**src/rtl/mem_access_unit.sv**
```systemverilog
`default_nettype none
// ============================================================================
// Module   : mem_access_unit
// Brief    : MEM-stage load/store unit. Issues one word-aligned bus transaction
//            per access, stalls the pipeline until it completes or times out,
//            and returns sign/zero-extended load data.
//            Optional macro MEM_MISALIGN_TRAP_EN traps misaligned half/word.
// Revision : 1.0 - initial release
// ============================================================================
module mem_access_unit #(
  parameter int TIMEOUT   = 255,
  parameter int TIMEOUT_W = 8
) (
  input  logic        clk,
  input  logic        rst_n,
  input  logic        nop,
  input  logic [31:0] addr,
  input  logic [31:0] store_data,
  input  logic        mem_write,
  input  logic        mem_to_reg,
  input  logic        load_unsigned,
  input  logic        ls_byte,
  input  logic        half,
  output logic        stall,
  output logic        dmem_req,
  output logic        dmem_we,
  output logic [31:0] dmem_addr,
  output logic [3:0]  dmem_be,
  output logic [31:0] dmem_wdata,
  input  logic [31:0] dmem_rdata,
  input  logic        dmem_ready,
  output logic [31:0] load_data,
  output logic        load_valid,
  output logic        bus_error
`ifdef MEM_MISALIGN_TRAP_EN
  ,
  output logic        misalign_trap
`endif
);

  typedef enum logic [1:0] {
    S_IDLE = 2'd0,
    S_BUSY = 2'd1,
    S_DONE = 2'd2
  } state_t;

  localparam logic [1:0]           c_SZ_WORD = 2'd0;
  localparam logic [1:0]           c_SZ_HALF = 2'd1;
  localparam logic [1:0]           c_SZ_BYTE = 2'd2;
  localparam logic [TIMEOUT_W-1:0] c_TIMEOUT = TIMEOUT_W'(TIMEOUT);

  state_t r_state, w_next;

  logic [31:0]          r_addr;
  logic [3:0]           r_be;
  logic [31:0]          r_wdata;
  logic                 r_we;
  logic                 r_is_load;
  logic [1:0]           r_off;
  logic [1:0]           r_size;
  logic                 r_uns;
  logic                 r_err;
  logic                 r_trap;
  logic [TIMEOUT_W-1:0] r_cnt;
  logic [31:0]          r_load_data;

  logic        w_start;
  logic [1:0]  w_size;
  logic [3:0]  w_be;
  logic [31:0] w_wdata;
  logic        w_trap_set;
  logic [31:0] w_ext;
  logic [7:0]  w_lane8;
  logic [15:0] w_lane16;

  logic w_capture;
  logic w_load_cap;
  logic w_timeout;
  logic w_cnt_inc;
  logic w_cnt_clr;

  assign w_start = ~nop & (mem_write | mem_to_reg);
  assign w_size  = ls_byte ? c_SZ_BYTE : (half ? c_SZ_HALF : c_SZ_WORD);

  always_comb begin
    w_be    = 4'b1111;
    w_wdata = store_data;
    case (w_size)
      c_SZ_BYTE: begin
        w_be    = 4'b0001 << addr[1:0];
        w_wdata = {4{store_data[7:0]}};
      end
      c_SZ_HALF: begin
        w_be    = addr[1] ? 4'b1100 : 4'b0011;
        w_wdata = {2{store_data[15:0]}};
      end
      default: begin
        w_be    = 4'b1111;
        w_wdata = store_data;
      end
    endcase
  end

`ifdef MEM_MISALIGN_TRAP_EN
  assign w_trap_set = ((w_size == c_SZ_HALF) & addr[0]) |
                      ((w_size == c_SZ_WORD) & (addr[1:0] != 2'b00));
`else
  assign w_trap_set = 1'b0;
`endif

  // Lane extraction works on the captured offset, so the request inputs may
  // already have moved on by the time the bus answers.
  assign w_lane8  = dmem_rdata[{r_off, 3'b000} +: 8];
  assign w_lane16 = dmem_rdata[{r_off[1], 4'b0000} +: 16];

  always_comb begin
    w_ext = dmem_rdata;
    case (r_size)
      c_SZ_BYTE: w_ext = {{24{~r_uns & w_lane8[7]}}, w_lane8};
      c_SZ_HALF: w_ext = {{16{~r_uns & w_lane16[15]}}, w_lane16};
      default:   w_ext = dmem_rdata;
    endcase
  end

  always_ff @(posedge clk or negedge rst_n) begin
    if (!rst_n) begin
      r_state <= S_IDLE;
    end else begin
      r_state <= w_next;
    end
  end

  always_comb begin
    w_next     = r_state;
    w_capture  = 1'b0;
    w_load_cap = 1'b0;
    w_timeout  = 1'b0;
    w_cnt_inc  = 1'b0;
    w_cnt_clr  = 1'b0;
    stall      = 1'b0;
    dmem_req   = 1'b0;
    dmem_we    = 1'b0;
    dmem_addr  = 32'd0;
    dmem_be    = 4'd0;
    dmem_wdata = 32'd0;
    load_valid = 1'b0;
    bus_error  = 1'b0;
`ifdef MEM_MISALIGN_TRAP_EN
    misalign_trap = 1'b0;
`endif
    case (r_state)
      S_IDLE: begin
        // Gated by rst_n so every output is quiet while reset is held.
        stall = rst_n & w_start;
        if (w_start) begin
          w_capture = 1'b1;
          w_next    = w_trap_set ? S_DONE : S_BUSY;
        end
      end
      S_BUSY: begin
        stall      = 1'b1;
        dmem_req   = 1'b1;
        dmem_we    = r_we;
        dmem_addr  = r_addr;
        dmem_be    = r_be;
        dmem_wdata = r_wdata;
        if (dmem_ready) begin
          w_load_cap = r_is_load;
          w_next     = S_DONE;
        end else if (r_cnt == c_TIMEOUT) begin
          w_timeout = 1'b1;
          w_next    = S_DONE;
        end else begin
          w_cnt_inc = 1'b1;
        end
      end
      S_DONE: begin
        load_valid = r_is_load & ~r_err & ~r_trap;
        bus_error  = r_err;
`ifdef MEM_MISALIGN_TRAP_EN
        misalign_trap = r_trap;
`endif
        w_cnt_clr = 1'b1;
        w_next    = S_IDLE;
      end
      default: begin
        w_next = S_IDLE;
      end
    endcase
  end

  always_ff @(posedge clk or negedge rst_n) begin
    if (!rst_n) begin
      r_addr      <= 32'd0;
      r_be        <= 4'd0;
      r_wdata     <= 32'd0;
      r_we        <= 1'b0;
      r_is_load   <= 1'b0;
      r_off       <= 2'd0;
      r_size      <= c_SZ_WORD;
      r_uns       <= 1'b0;
      r_err       <= 1'b0;
      r_trap      <= 1'b0;
      r_cnt       <= '0;
      r_load_data <= 32'd0;
    end else begin
      if (w_capture) begin
        r_addr    <= {addr[31:2], 2'b00};
        r_be      <= w_be;
        r_wdata   <= w_wdata;
        r_we      <= mem_write;
        r_is_load <= mem_to_reg & ~mem_write;
        r_off     <= addr[1:0];
        r_size    <= w_size;
        r_uns     <= load_unsigned;
        r_trap    <= w_trap_set;
      end
      if (w_load_cap) begin
        r_load_data <= w_ext;
      end
      if (w_timeout) begin
        r_err       <= 1'b1;
        r_load_data <= 32'd0;
      end
      if (w_cnt_inc) begin
        r_cnt <= r_cnt + 1'b1;
      end
      if (w_cnt_clr) begin
        r_cnt  <= '0;
        r_err  <= 1'b0;
        r_trap <= 1'b0;
      end
    end
  end

  assign load_data = r_load_data;

endmodule
`default_nettype wire

```
**config.mk**
```make
export PLATFORM = sky130hd
export DESIGN_NAME = mem_access_unit
export DESIGN_NICKNAME = d
export VERILOG_FILES = /design/src/rtl/mem_access_unit.sv
export SDC_FILE = /design/constraint.sdc
export NUM_CORES = 1
export LEC_CHECK = 0
export BUFFER_PORTS_ARGS = -buffer_cell sky130_fd_sc_hd__buf_2
export CORE_MARGIN = 4
export CORE_UTILIZATION = 50
export DETAILED_ROUTE_END_ITERATION = 10
export PLACE_DENSITY = 0.8
export SYNTH_ARGS = -nofsm -noshare
export SYNTH_HDL_FRONTEND = slang
export SYNTH_SLANG_ARGS = --single-unit
export TNS_END_PERCENT = 100
```
**constraint.sdc**
```tcl
create_clock -name clk -period 2.44 [get_ports clk]
set_input_delay 0.732 -clock clk [delete_from_list [all_inputs] [get_ports clk]]
set_output_delay 0.732 -clock clk [all_outputs]
set_load 0.01 [all_outputs]
```
======== Word-level counts from Yosys, hierarchy flattened ========
Index checks and enable logic that the tools add are counted.
storage, ports and cells
  bits in registers ....................... 117
  bits of input ports ..................... 105
  word-level logic and storage cells ...... 82
operators by class
  add/subtract/negate cells ............... 1
  equality and inequality tests ........... 9
  shift operators ......................... 3
  multiplexer cells ....................... 37
  bitwise operators ....................... 13
  reduce and logical (&&, ||, !) cells .... 6
operators by type and width
  operator                                         number
  2-to-1 mux 32 bit                                4
  one-hot mux 32 bit (2 select lines)              2
  indexed part select 32 x 6 -> 16 bit             1
  indexed part select 32 x 6 -> 8 bit              1
  2-to-1 mux 1 bit                                 20
  2-to-1 mux 8 bit                                 2
  adder 8 x 1 -> 8 bit, second input constant      1
  == test 8 bit, second input constant             1
  2-to-1 mux 2 bit                                 4
  2-to-1 mux 4 bit                                 2
  one-hot mux 4 bit (2 select lines)               1
  nonzero test 2 bit                               4
  bitwise AND 1 bit                                7
  == test 2 x 1 -> 1 bit, second input constant    3
  == test 2 bit, second input constant             3
  NOT 1 bit                                        5
  one-hot mux 2 bit (2 select lines)               1
  left shift 1 x 2 -> 4 bit, first input constant  1
  != test 3 bit, second input constant             1
  logical NOT 2 bit                                1
  != test 2 bit, second input constant             1
  one-hot mux 1 bit (2 select lines)               1
  AND reduction 2 bit                              1
  bitwise OR 1 bit                                 1

======== Depth between registers and ports, before layout ========
  depth in word-level cells ............... 6
  gate-level depth with buffers ........... 9
  mapped depth without buffers ............ 6

======== Least setup slack after synthesis ========
No wires, ideal clock.
  kind .................................... in2out
  start ................................... input port nop
  end ..................................... output port stall
  arrival time ............................ 1.656 ns
  data required time ...................... 1.708 ns
  setup slack ............................. 0.052 ns
  stages .................................. 3
  cell sequence ........................... nor4_1 > clkbuf_1 > a21o_1
on the way
  word-level cells in the longest chain between the ends .. 4
ends and longest elaborated chain
  what                                line  RTL
  start: declaration                  16    input logic nop,
  NOT 1 bit                           82    assign w_start = ~nop & (mem_write | mem_to_reg);
  bitwise AND 1 bit                   82
  bitwise AND 1 bit                   154   stall = rst_n & w_start;
  one-hot mux 1 bit (2 select lines)  151   case (r_state)
  end: declaration                    24    output logic stall,
No other way between the ends.

======== Final worst setup path ========
  start ................................... register r_state[1]
  end ..................................... output port dmem_addr[28]
on the way
  word-level cells in the longest chain between the ends .. 2
ends and longest elaborated chain
  what                      line  RTL
  start: declaration        52    state_t r_state, w_next;
  start signal: assignment  129   r_state <= w_next;
  == test 2 x 1 -> 1 bit    151
  2-to-1 mux 32 bit         151
  end: declaration          27    output logic [31:0] dmem_addr,
No other way between the ends.

==> summary.md <==
| Metric | Value |
|---|---|
| Final hold viol count | 0 |
| Origin of the critical flop-to-flop path | r_size[0]$_DFFE_PN0P_ |
| Mapped Avg Cell Area | 9.03 um2 |
| GRT Overall Usage | 24.9% |
| Clk sink count | 116 |
| Leak | 4.11 nW |
| Post-Syn Area | 5830 um2 |
| Number of synthesized register bits | 116 |
| Final worst slack | 0.0574 ns |
| Final wirelength | 17000 um |
| Drt via density | 5.52 |
| Die area | 13500 um2 |
| WL per Instance | 17.1 um |
| CTS Buf Count | 17 |
| CTS max path bufs | 2 |
| Post-route ant nets | 0 |
| Critical Setup Path Class | reg -> out |
| First-pass GRT wire length | 26200 um |
| Maximum clock rate | 420 MHz |
| Period utilisation layout | 97.6% |
| Post-synthesis sequential area ratio | 49.8% |
| Top FF cell, synth | dfrtp_1 |
| CTS Hold Buffers Added | 0 |
| Share of post-route cells with drive strength above 1 | 31.2% |
| Max_cap viols | 0 |
| Initial antenna violation count | 1 |
| Critical-path cell list | nor2b_4 > buf_12 > clkbuf_16 > and2_1 > buf_2 |
| Synth top area share | 49.8% |
| First-pass DRT Iterations | 5 |
| HP Class | in -> async |
| Clk root buf | clkbuf_16 |
| Setup crit end kind | output pin |
| Fraction of registers with async set/reset | 100% |
| Max-slew headroom | 35.1% |
| Initial DRC count | 461 |
| Post-synth EDFFs | 0 |
| Antenna diodes | 0 |
| Effective utilization at floorplan | 51.1% |
| RePlAce Congestion | 0.883 |
| Peak supply drop | 0.000746 V |
| Clock transition at path regs | 0.05 ns |
| Vias | 5495 |
| Largest fanout on the critical path | 17 |
| Pwr dens | 1260 nW/um2 |
| Fin util | 66.9% |
| Layout Nets | 947 |
| Layout fillers | 953 |
| Fin Hold WS | 0.388 ns |
| Crit path largest cell delay | 0.48 ns |
| Commonest cells post-synth | nand2_1 (176), dfrtp_1 (116), and2_1 (69), o21ai_0 (42), clkbuf_1 (41) |
| Total power | 9.59 mW |
| WP data required | 1.71 ns |
| DP Worst Slack | 0.244 ns |
| Worst slew pin tran | 0.970 ns |
| Crit path time final | 2.38 ns |
| Final setup violation count | 0 |
| Max Slew Vio Count | 0 |
| Slowest CP cell | dfrtp_2 |
| Warnings from Yosys | 0 |
| Cell taking the most area after synthesis | dfrtp_1 |
| Synth Instances | 646 |
| GRT overflow | 0 |
| Library cells used by synthesis | 46 |
| Clock skew | 0.00752 ns |
| Ports | 210 |
| Die H | 116 um |
| Crit path launch type | flip-flop |
| Die Wd | 116 um |
| Status | completed |
| Dpl hpwl | 11600 um |
| Core area | 11400 um2 |
| Largest cells by area after synthesis | dfrtp_1 (50%), nand2_1 (11%), and2_1 (7.4%), mux2i_1 (4.1%), o21ai_0 (3.6%) |
| Latest clock arrival within the worst-skew pair | 0.41 ns |
| Largest net degree at the start of global routing | 117 |
| CTS tree | done |
| H-tree depth | 4 |
| Critical Path Start | r_state[1]$_DFFE_PN0P_ |
| Residual DRC count | 0 |
| Top-count cell post-synth | nand2_1 |
| Crit path arrival time | 1.65 ns |
| Num rows | 39 |
| Layout area overhead | 31.0% |
| Vias in the first global route | 5416 |
| # port buffers | 207 |
| Setup tns final | 0 ns |
[layer usage]
metal  wire length (um)  vias up  GRT usage [%]
met2               8340      249           40.2
li1                   -     2574              -
met4                474        2           12.5
met1               6590     2621           29.8
met5                 12        -              0
met3               1600       49           8.30
[power by group]
| group | total, mW | internal (mW) | switching, mW |
|---|---|---|---|
| Sequential | 3.30 | 2.79 | 0.514 |
| Clock | 2.37 | 1.56 | 0.808 |
| Combinational | 3.92 | 1.66 | 2.26 |
[critical path: cells and delay by family (launching register included)]
family,cells,cell delay (ns)
DFF,1,0.48
and+or+nand+nor,2,0.32
buffers and inverters,3,0.44
[flip-flops by register name (all words and copies together) (netlist names)]
name       flops
load_data     32
r_wdata       32
r_addr        30
r_cnt          8
r_be           4
r_off          2
r_size         2
r_state        2
r_err          1
r_is_load      1
r_uns          1
r_we           1
[what timing repair did]
action / CTS / global route
cloned: 0 / 3
setup endpoints to repair: 67 / 59
gates resized for setup: 2 / 0
buffers inserted: 0 / 2
[path summary, 6_finish.rpt]
check                                       endpoint  slack, ns  cells after the start
max reg2reg                load_data[17]$_DFFE_PN0P_       0.30                      5
min in group clk                 r_be[0]$_DFFE_PN0P_       0.46                      2
max in group asynchronous     r_state[0]$_DFFE_PN0P_       1.48                      2
min                             r_cnt[5]$_DFFE_PN0P_       0.39                      2
min reg2reg                      r_be[0]$_DFFE_PN0P_       0.46                      2
max                                    dmem_addr[28]       0.06                      5
[placed cells by master, fill, tap and decap left out, types with 2 or more instances in the layout]
| cell | netlist | routed |
|---|---|---|
| o21ai_0 | 42 | 42 |
| a22o_1 | 2 | 2 |
| a211o_1 | 4 | 4 |
| o211ai_1 | 7 | 7 |
| a21oi_1 | 36 | 36 |
| nand4b_1 | 2 | 2 |
| nor3_1 | 3 | 3 |
| buf_2 | 4 | 206 |
| nand2_1 | 176 | 176 |
| and2_1 | 69 | 69 |
| inv_1 | 15 | 15 |
| nor3b_1 | 3 | 3 |
| clkbuf_1 | 41 | 6 |
| clkinv_2 | 0 | 2 |
| conb_1 | 1 | 2 |
| o2bb2ai_1 | 17 | 17 |
| buf_4 | 2 | 9 |
| ha_1 | 3 | 3 |
| mux2_2 | 9 | 9 |
| a221o_1 | 8 | 8 |
| and3_1 | 3 | 3 |
| mux2i_1 | 24 | 24 |
| dfrtp_2 | 0 | 2 |
| nand3_1 | 8 | 8 |
| clkbuf_8 | 0 | 6 |
| dfrtp_1 | 116 | 114 |
| clkbuf_16 | 0 | 19 |
| nor2_1 | 12 | 12 |
| buf_12 | 0 | 4 |
| a221oi_1 | 7 | 7 |
| a21o_1 | 9 | 9 |
| nand2b_1 | 2 | 2 |
[kinds of logic (layout without fill, tap and decap cells)]
family | count (synthesis) | in the layout | synth area share, %
other cells | 1 | 2 | 0.0643
mux | 34 | 34 | 6.24
buf+inv | 64 | 269 | 4.46
fa+ha+maj | 3 | 3 | 0.644
xor+xnor | 1 | 1 | 0.150
simple gates | 287 | 287 | 22.8
flops | 116 | 116 | 49.8
compound gates | 140 | 140 | 15.9
[through the flow]
| stage | cells | instance area (um2) |
|---|---|---|
| after floorplan | 647 | 5830 |
| final | 995 | 7640 |
| after global routing | 995 | 7640 |
| after CTS | 990 | 7550 |
| after detailed placement | 958 | 6980 |
| after global placement | 958 | 6980 |
[final cells by class]
cell class | instances | area, um2 | share of cell area (%)
Timing Repair Buffer | 222 | 1240 | 16.2
Clock inverter | 3 | 40.0 | 0.524
Sequential cell | 116 | 2910 | 38.0
Multi-Input combinational cell | 467 | 2690 | 35.2
Inverter | 15 | 56.3 | 0.737
Tap cell | 143 | 179 | 2.34
Clock buffer | 29 | 531 | 6.95
Note: power is estimated with default switching activity, not from simulation.
